**src/rtl/touch_filter.sv**
```systemverilog
// Touch-panel coordinate filter: synchronises the pen interrupt, drops the first
// settling sample of each touch and averages 2**N_LOG2 samples per output.
module touch_filter #(
    parameter int N_LOG2    = 2,
    parameter int TIMEOUT   = 50000,
    parameter int PENUP_CYC = 16
) (
    input  logic        iCLK,
    input  logic        iRST_n,
    input  logic [11:0] iX_COORD,
    input  logic [11:0] iY_COORD,
    input  logic        iCOORD_VALID,
    input  logic        iADC_PENIRQ_n,
    output logic [11:0] oX_AVG,
    output logic [11:0] oY_AVG,
    output logic        oVALID,
    output logic        oTOUCH
);

    localparam int ACC_W = 12 + N_LOG2;
    localparam int CNT_W = N_LOG2;
    localparam int TO_W  = $clog2(TIMEOUT + 1);
    localparam int PU_W  = $clog2(PENUP_CYC + 1);

    typedef enum logic [1:0] {
        IDLE,
        DISCARD,
        ACCUM
    } state_t;

    state_t             state;
    state_t             state_next;
    logic               pen_meta;
    logic               pen;
    logic [PU_W-1:0]    penup_cnt;
    logic [TO_W-1:0]    timeout_cnt;
    logic [ACC_W-1:0]   acc_x;
    logic [ACC_W-1:0]   acc_y;
    logic [CNT_W-1:0]   sample_cnt;
    logic [ACC_W-1:0]   sum_x;
    logic [ACC_W-1:0]   sum_y;
    logic               active;
    logic               penup_exit;
    logic               timeout_exit;
    logic               leave;
    logic               accept;
    logic               complete;

    // Synchroniser resets to pen-up so a reset never looks like a touch.
    always_ff @(posedge iCLK or negedge iRST_n) begin
        if (!iRST_n) begin
            pen_meta <= 1'b1;
            pen      <= 1'b1;
        end else begin
            pen_meta <= iADC_PENIRQ_n;
            pen      <= pen_meta;
        end
    end

    // Exits take priority over a coincident strobe, so the strobe is never accepted.
    always_comb begin
        active       = (state != IDLE);
        penup_exit   = active && pen && (penup_cnt == PU_W'(PENUP_CYC - 1));
        timeout_exit = active && (timeout_cnt == TO_W'(TIMEOUT - 1));
        leave        = penup_exit || timeout_exit;
        accept       = active && iCOORD_VALID && !leave;
        sum_x        = acc_x + ACC_W'(iX_COORD);
        sum_y        = acc_y + ACC_W'(iY_COORD);
        complete     = (state == ACCUM) && accept &&
                       (sample_cnt == CNT_W'(2**N_LOG2 - 1));
    end

    always_comb begin
        state_next = state;
        case (state)
            IDLE:    if (!pen) state_next = DISCARD;
            DISCARD: begin
                if (leave)       state_next = IDLE;
                else if (accept) state_next = ACCUM;
            end
            ACCUM:   if (leave) state_next = IDLE;
            default: state_next = IDLE;
        endcase
    end

    always_ff @(posedge iCLK or negedge iRST_n) begin
        if (!iRST_n) state <= IDLE;
        else         state <= state_next;
    end

    always_ff @(posedge iCLK or negedge iRST_n) begin
        if (!iRST_n) begin
            penup_cnt   <= '0;
            timeout_cnt <= '0;
        end else begin
            if (!active || !pen || leave) penup_cnt <= '0;
            else                          penup_cnt <= penup_cnt + PU_W'(1);

            if (!active || leave || accept) timeout_cnt <= '0;
            else                            timeout_cnt <= timeout_cnt + TO_W'(1);
        end
    end

    // Partial sums are dropped on every exit; a completed block restarts from zero.
    always_ff @(posedge iCLK or negedge iRST_n) begin
        if (!iRST_n) begin
            acc_x      <= '0;
            acc_y      <= '0;
            sample_cnt <= '0;
        end else if (!active || leave || complete) begin
            acc_x      <= '0;
            acc_y      <= '0;
            sample_cnt <= '0;
        end else if (accept && state == ACCUM) begin
            acc_x      <= sum_x;
            acc_y      <= sum_y;
            sample_cnt <= sample_cnt + CNT_W'(1);
        end
    end

    always_ff @(posedge iCLK or negedge iRST_n) begin
        if (!iRST_n) begin
            oX_AVG <= '0;
            oY_AVG <= '0;
            oVALID <= 1'b0;
            oTOUCH <= 1'b0;
        end else begin
            oVALID <= complete;
            if (complete) begin
                oX_AVG <= sum_x[ACC_W-1:N_LOG2];
                oY_AVG <= sum_y[ACC_W-1:N_LOG2];
            end
            if (leave)         oTOUCH <= 1'b0;
            else if (complete) oTOUCH <= 1'b1;
        end
    end

endmodule
```
**config.mk**
```make
export PLATFORM = sky130hd
export DESIGN_NAME = touch_filter
export DESIGN_NICKNAME = d
export VERILOG_FILES = /design/src/rtl/touch_filter.sv
export SDC_FILE = /design/constraint.sdc
export NUM_CORES = 1
export LEC_CHECK = 0
export BUFFER_PORTS_ARGS = -buffer_cell sky130_fd_sc_hd__buf_2
export CORE_ASPECT_RATIO = 0.75
export CORE_MARGIN = 2
export CORE_UTILIZATION = 53
export DETAILED_ROUTE_END_ITERATION = 7
export HOLD_SLACK_MARGIN = 0.06
export PLACE_DENSITY = 0.84
export SYNTH_ARGS = -nofsm -noshare
export SYNTH_HDL_FRONTEND = slang
export SYNTH_SLANG_ARGS = --single-unit
```
**constraint.sdc**
```tcl
create_clock -name iCLK -period 2.1 [get_ports iCLK]
set_input_delay 0.105 -clock iCLK [delete_from_list [all_inputs] [get_ports iCLK]]
set_output_delay 0.105 -clock iCLK [all_outputs]
set_load 0.01 [all_outputs]
```
==> results of run 1 <==
[flip-flops by register name (all words and copies together) (netlist names)]
register and cells:
timeout_cnt 16, acc_x 14, acc_y 14, oX_AVG 12
oY_AVG 12, penup_cnt 5, sample_cnt 2, state 2
oTOUCH 1, oVALID 1, pen 1, pen_meta 1
[Yosys cell counts, drive strengths merged, types with 2 or more instances]
| library cell | number |
|---|---|
| a211oi | 7 |
| and2 | 3 |
| fa | 2 |
| a21o | 9 |
| inv | 5 |
| xnor2 | 17 |
| nand4 | 4 |
| a2111oi | 2 |
| buf | 12 |
| nor3 | 7 |
| nand3 | 10 |
| a31oi | 2 |
| a22o | 25 |
| o21bai | 3 |
| dfstp | 2 |
| nor3b | 5 |
| o21a | 3 |
| mux2 | 11 |
| and3 | 8 |
| dfrtp | 79 |
| ha | 28 |
| o22ai | 2 |
| o21ai | 14 |
| nand2 | 51 |
| nor2 | 48 |
| and4bb | 2 |
| a21oi | 20 |
| xor2 | 19 |
| o41a | 2 |
[worst min-delay path by stage]
stage                           end   startpoint  slack [ps]
2_1_floorplan  acc_x[0]$_DFFE_PN0P_       iRST_n        -190
3_3_place_gp   acc_x[7]$_DFFE_PN0P_       iRST_n         140
3_5_place_dp   acc_x[7]$_DFFE_PN0P_       iRST_n         150
4_1_cts        acc_x[0]$_DFFE_PN0P_  iX_COORD[0]         110
5_1_grt        acc_x[0]$_DFFE_PN0P_  iX_COORD[0]         130
6_report       acc_x[0]$_DFFE_PN0P_  iX_COORD[0]         120
[timing repair]
item,in CTS,in global routing
buffers inserted,9,7
endpoints found under the setup margin,41,52
pin swaps,11,21
endpoints found under the hold margin,43,0
gates resized for setup,28,46
hold buffers,3,0
cloned,1,2
[worst min-delay path, cell delays in order]
cell and delay (ps):
buf_2 80, ha_2 150, a22o_1 120
[cells by family after synthesis]
group / count (synthesis)
AND/OR/NAND/NOR: 144
AO/OA/AOI/OAI: 100
buffers and inverters: 18
multiplexers: 12
flip-flops: 81
adder cells (fa/ha/maj): 30
XOR/XNOR: 36
[final cells by class]
type,count,area (um^2),area share [%]
Multi-Input combinational cell,322,2560,43.5
Clock inverter,5,128,2.17
Clock buffer,11,131,2.24
Tap cell,105,131,2.24
Timing Repair Buffer,109,878,14.9
Inverter,5,21.3,0.362
Sequential cell,81,2030,34.5
[routing by layer]
| metal | track usage, % | share of wire [%] | vias up |
|---|---|---|---|
| li1 | - | - | 1730 |
| met1 | 32.1 | 43 | 1851 |
| met2 | 40.2 | 48 | 156 |
| met3 | 6.12 | 6.3 | 35 |
| met4 | 8.59 | 2.3 | 0 |
| met5 | 0 | 0 | - |
[stage by stage]
stage,std cells,total power [W],hold WS (ps),instance area (um^2)
floorplan,421,0.00421,-191,4410
global placement,605,0.00516,139,5130
detailed placement,605,0.00532,151,5130
CTS,631,0.00696,113,5610
global route,638,0.00780,126,5880
finish,638,0.00739,120,5880
[power by group]
part,internal [W],switching [W]
Clock,0.000911,0.000582
Combinational,0.00167,0.00185
Sequential,0.00203,0.000338
==> qor.txt, run 1 <==
Mean post-synth cell area: 10.4 um^2
Top-area cell type share of the netlist area: 45.1%
CP arrival: 2650 ps
Reg2reg setup slack: -300 ps
Final #Nets: 586
Clock buffer depth: 2
Mux cell area share after synthesis: 3.06%
Fraction of registers with async set or reset after synthesis: 100%
Worst path buffer plus inverter count: 0
Reg2reg start: acc_y[0]$_DFFE_PN0P_
Status: finished with violations
Min-Delay Path Class: primary input to flop
Crit Path Max Fanout: 2
Input/output buffers: 53
Die height: 82.7 um
FF+latch count, synth: 81
YS warnings: 0
Layout cells sized above 1: 35.8%
Hold path depth: 3
Fin util: 73.9%
Period utilisation layout: 114%
Vias: 3,772
Slew headroom: 62.0%
TritonCTS clock tree: yes
Worst skew pair latency: 370 ps
Vias in the first global route: 3,528
Complex-gate fraction of the synthesized area: 17.1%
CP Cell Sequence: ha_2, fa_2, a211oi_2, nor2_1, o21a_1, o41a_1, xor2_1, mux2_4
FILL cells: 510
Clock Tree Root: clkbuf_8
Top Ports: 54
Area growth, synth to finish: 34.2%
Final hold viol count: 0
N_diodes: 0
Avg WL per Cell: 18.3 um
Final setup TNS: -1530 ps
Power Density: 1260 mW/mm^2
Post-Syn Instances: 421
Syn Nets: 479
Synth area leaders: dfrtp_1 45%, ha_1 8.0%, a22o_1 5.0%
Family with the most delay on the worst path: compound AO/OA/AOI/OAI gates
Post-layout min period: 2400 ps
Worst-path cell with the longest stage delay: dfrtp_1
Failing checks: setup timing
Clock slew at reported path FFs: 90 ps
Chip width: 109 um
Largest family of logic cells by synthesized area: compound AO/OA/AOI/OAI gates
Slew Viols, Final: 0
Post-Syn Area: 0.00438 mm^2
Leakage: 2.83 nW
# DRC: 0
CP Class: flop to flop
Via density: 5.91
Post-synth EDFFs: 0
Setup Skew: 16.2 ps
CP Capture Point: oY_AVG[6]$_DFFE_PN0P_
Synth Area in XOR/XNOR: 7.20%
Largest area contributor in the netlist: dfrtp_1
First-pass GRT wire length: 16,800 um
Initial antenna violation count: 0
Initial Utilization: 55.1%
Most frequent cells in the layout: 79 x dfrtp_1, 52 x buf_2, 46 x nor2_1
Worst r2r path cells: 8
Htree depth: 3
Starting DRT DRC Count: 275
Post-synthesis adder-cell area fraction: 8.91%
Largest net degree at the start of global routing: 45
Gr usage total: 24.6%
Core area: 0.00795 mm^2
Max incr delay on CP: 400 ps
Drt total wl: 11,700 um
Ys flop type: dfrtp_1
Crit end category: flop
Antenna Nets Post-Route: 0
CP Depth: 8
Worst path required time: 2350 ps
DP HPWL: 7080 um
Dpl ws: -207 ps
Clock sink count: 81
RSZ-0062 raised after global routing: true
Initial DRT Pass Iterations: 5
Die ar.: 0.00901 mm^2
Simple-gate share of the synthesized area: 15.3%
Routability-driven placement congestion ratio: 0.871
FMAX: 416 MHz
Crit Reg-Reg Endpoint: oY_AVG[6]$_DFFE_PN0P_
Worst Setup SP: acc_y[0]$_DFFE_PN0P_
Setup crit start kind: flop
Post-synthesis sequential area ratio: 46.3%
GRT overflow: 0
Most common cell after layout, fill and taps aside: dfrtp_1
Maxcap violations: 0
Final worst slack: -302 ps
Final setup viols: 21
# rows: 28
Num CTS Buffers: 9
Least-Margin Pin Slew: 570 ps
Post-synth cell types: 54
Maximum VDD drop: 744 uV
(Power assumes the default switching activity.)
==> inputs of run 2 (changes only) <==
--- a/config.mk
+++ b/config.mk
@@ -6,7 +6,7 @@
 export NUM_CORES = 1
 export LEC_CHECK = 0
 export BUFFER_PORTS_ARGS = -buffer_cell sky130_fd_sc_hd__buf_2
-export CORE_ASPECT_RATIO = 0.75
+export CORE_ASPECT_RATIO = 1.2
 export CORE_MARGIN = 2
 export CORE_UTILIZATION = 53
 export DETAILED_ROUTE_END_ITERATION = 7
==> run 2 against run 1 <==
- the run still ends with setup timing left
- worst setup slack got worse by 11 ps
- fmax fell by 0.46%
- non-clock buffer count rose by 5
- critical endpoint unchanged
- via count rose by 2.7%
- flip-flop and latch count did not move
- critical path type unchanged
- sequential share of layout area rose by 0.096 points
- clock power fell by 15%
==> qor.txt, run 2 (synthesis gave the netlist of run 1 again) <==
Die ar.: 0.00901 mm^2
Leakage: 2.84 nW
Met1 Resource Use GR: 30.9%
Period utilisation layout: 115%
Layout cells sized above 1: 36.6%
Maxcap violations: 0
GR peak layer: met2
Setup Skew: 6.08 ps
Clock sink count: 81
Vias in the first global route: 3,814
Power Density: 1260 mW/mm^2
GRT overflow: 0
Crit end category: flop
Slew Viols, Final: 0
Chip width: 87.0 um
TritonCTS clock tree: yes
Crit Path Max Fanout: 2
Final worst slack: -313 ps
Most frequent cells in the layout: 79 x dfrtp_1, 52 x buf_2, 51 x nand2_1
GRT met3 Usage: 3.75%
Least-Margin Pin Slew: 509 ps
Final setup TNS: -2840 ps
Worst path required time: 2350 ps
Initial DRT Pass Iterations: 5
Slew headroom: 66.1%
Gr usage total: 24.9%
FMAX: 414 MHz
CP Cell Sequence: ha_2, fa_2, a211oi_2, nor2_1, o21a_1, o41a_1, xor2_2, mux2_4
Num CTS Buffers: 9
Most common cell after layout, fill and taps aside: dfrtp_1
Vias: 3,874
Final hold viol count: 0
Top Ports: 54
Largest net degree at the start of global routing: 44
Largest registers: timeout_cnt: 16 flops, acc_x: 14 flops, acc_y: 14 flops
Starting DRT DRC Count: 245
Final Non-Filler Cells: 633
Worst path buffer plus inverter count: 0
Largest register FFs: 16
Avg WL per Cell: 19.7 um
Cells after DPL: 595
Maximum VDD drop: 734 uV
Htree depth: 3
Final setup viols: 38
Final #Nets: 591
First-pass GRT wire length: 17,700 um
Worst-path cell with the longest stage delay: dfrtp_1
Status: finished with violations
Clock Tree Root: clkbuf_8
Die height: 104 um
Clock buffer depth: 2
Input/output buffers: 53
Worst skew pair latency: 360 ps
Min-Delay Path Class: primary input to flop
Initial Utilization: 54.3%
Antenna Nets Post-Route: 0
CP Class: flop to flop
Failing checks: setup timing
Initial antenna violation count: 0
Routability-driven placement congestion ratio: 0.870
CP arrival: 2660 ps
Via density: 6.12
N_diodes: 0
Core area: 0.00806 mm^2
Drt total wl: 12,400 um
# rows: 36
Max incr delay on CP: 390 ps
Area growth, synth to finish: 33.8%
RSZ-0062 raised after global routing: true
Largest reg by FF count: timeout_cnt
Clock slew at reported path FFs: 80 ps
# DRC: 0
Post-layout min period: 2410 ps
Family with the most delay on the worst path: compound AO/OA/AOI/OAI gates
DP HPWL: 6760 um
Setup crit start kind: flop
Met2 GRT Util: 41.1%
-- run 2: changes by cell type in the layout (fill, tap and decap cells not counted), sizes merged --
cell	before	now
clkinvlp	1	0
bufinv	4	2
clkinv	0	3
buf	104	109
-- run 2: power by group --
group / leakage, nW / internal [W] / switching, W
Clock: 0.113 / 0.000700 / 0.000567
Combinational: 1.66 / 0.00179 / 0.00193
Sequential: 1.07 / 0.00203 / 0.000328
-- run 2: repair_timing --
action,CTS,global route
setup buffers,9,9
resized for setup,29,51
gates cloned,1,3
hold endpoints to repair,40,0
pin swaps,14,35
hold buffers,3,0
endpoints found under the setup margin,42,48
-- run 2: routing by layer --
metal / share of wire, % / wire [um]
met1: 37 / 4650
met2: 52 / 6480
met3: 5.8 / 727
met4: 4.7 / 582
met5: 0 / 0
-- run 2: worst paths after layout --
kind	end	cells past startpoint	from	slack [ps]
max	oY_AVG[6]$_DFFE_PN0P_	8	acc_y[0]$_DFFE_PN0P_	-310
min	acc_x[0]$_DFFE_PN0P_	3	iX_COORD[0]	130
max reg2reg	oY_AVG[6]$_DFFE_PN0P_	8	acc_y[0]$_DFFE_PN0P_	-310
min reg2reg	pen$_DFF_PN1_	0	pen_meta$_DFF_PN1_	360
max in group asynchronous	pen_meta$_DFF_PN1_	3	iRST_n	1170
min in group asynchronous	oY_AVG[7]$_DFFE_PN0P_	2	iRST_n	260
-- run 2: through the flow --
stage               power [W]  hold slack, ps  utilization [%]  area, um^2  worst slack [ps]
floorplan             0.00421            -191                -        4410              -116
CTS                   0.00676             117             68.6        5530              -202
detailed placement    0.00526             119             63.1        5090              -260
finish                0.00736             126             72.7        5860              -313
global route          0.00776             130             72.7        5860              -390
global placement      0.00514             104             63.1        5090              -253
-- run 2: area by class of cell --
| type | count | area, um^2 |
|---|---|---|
| clock buffer | 11 | 141 |
| inverter | 5 | 21.3 |
| sequential | 81 | 2030 |
| fill | 494 | 2200 |
| timing repair buffer | 114 | 921 |
| clock inverter | 5 | 78.8 |
| tap | 95 | 119 |
| multi-input combinational | 322 | 2550 |
-- run 2: worst register-to-register path, cell delays in order, from the launching register on --
cell	delay, ps
dfrtp_1	390
ha_2	190
fa_2	350
a211oi_2	230
nor2_1	110
o21a_1	230
o41a_1	360
xor2_2	170
mux2_4	260
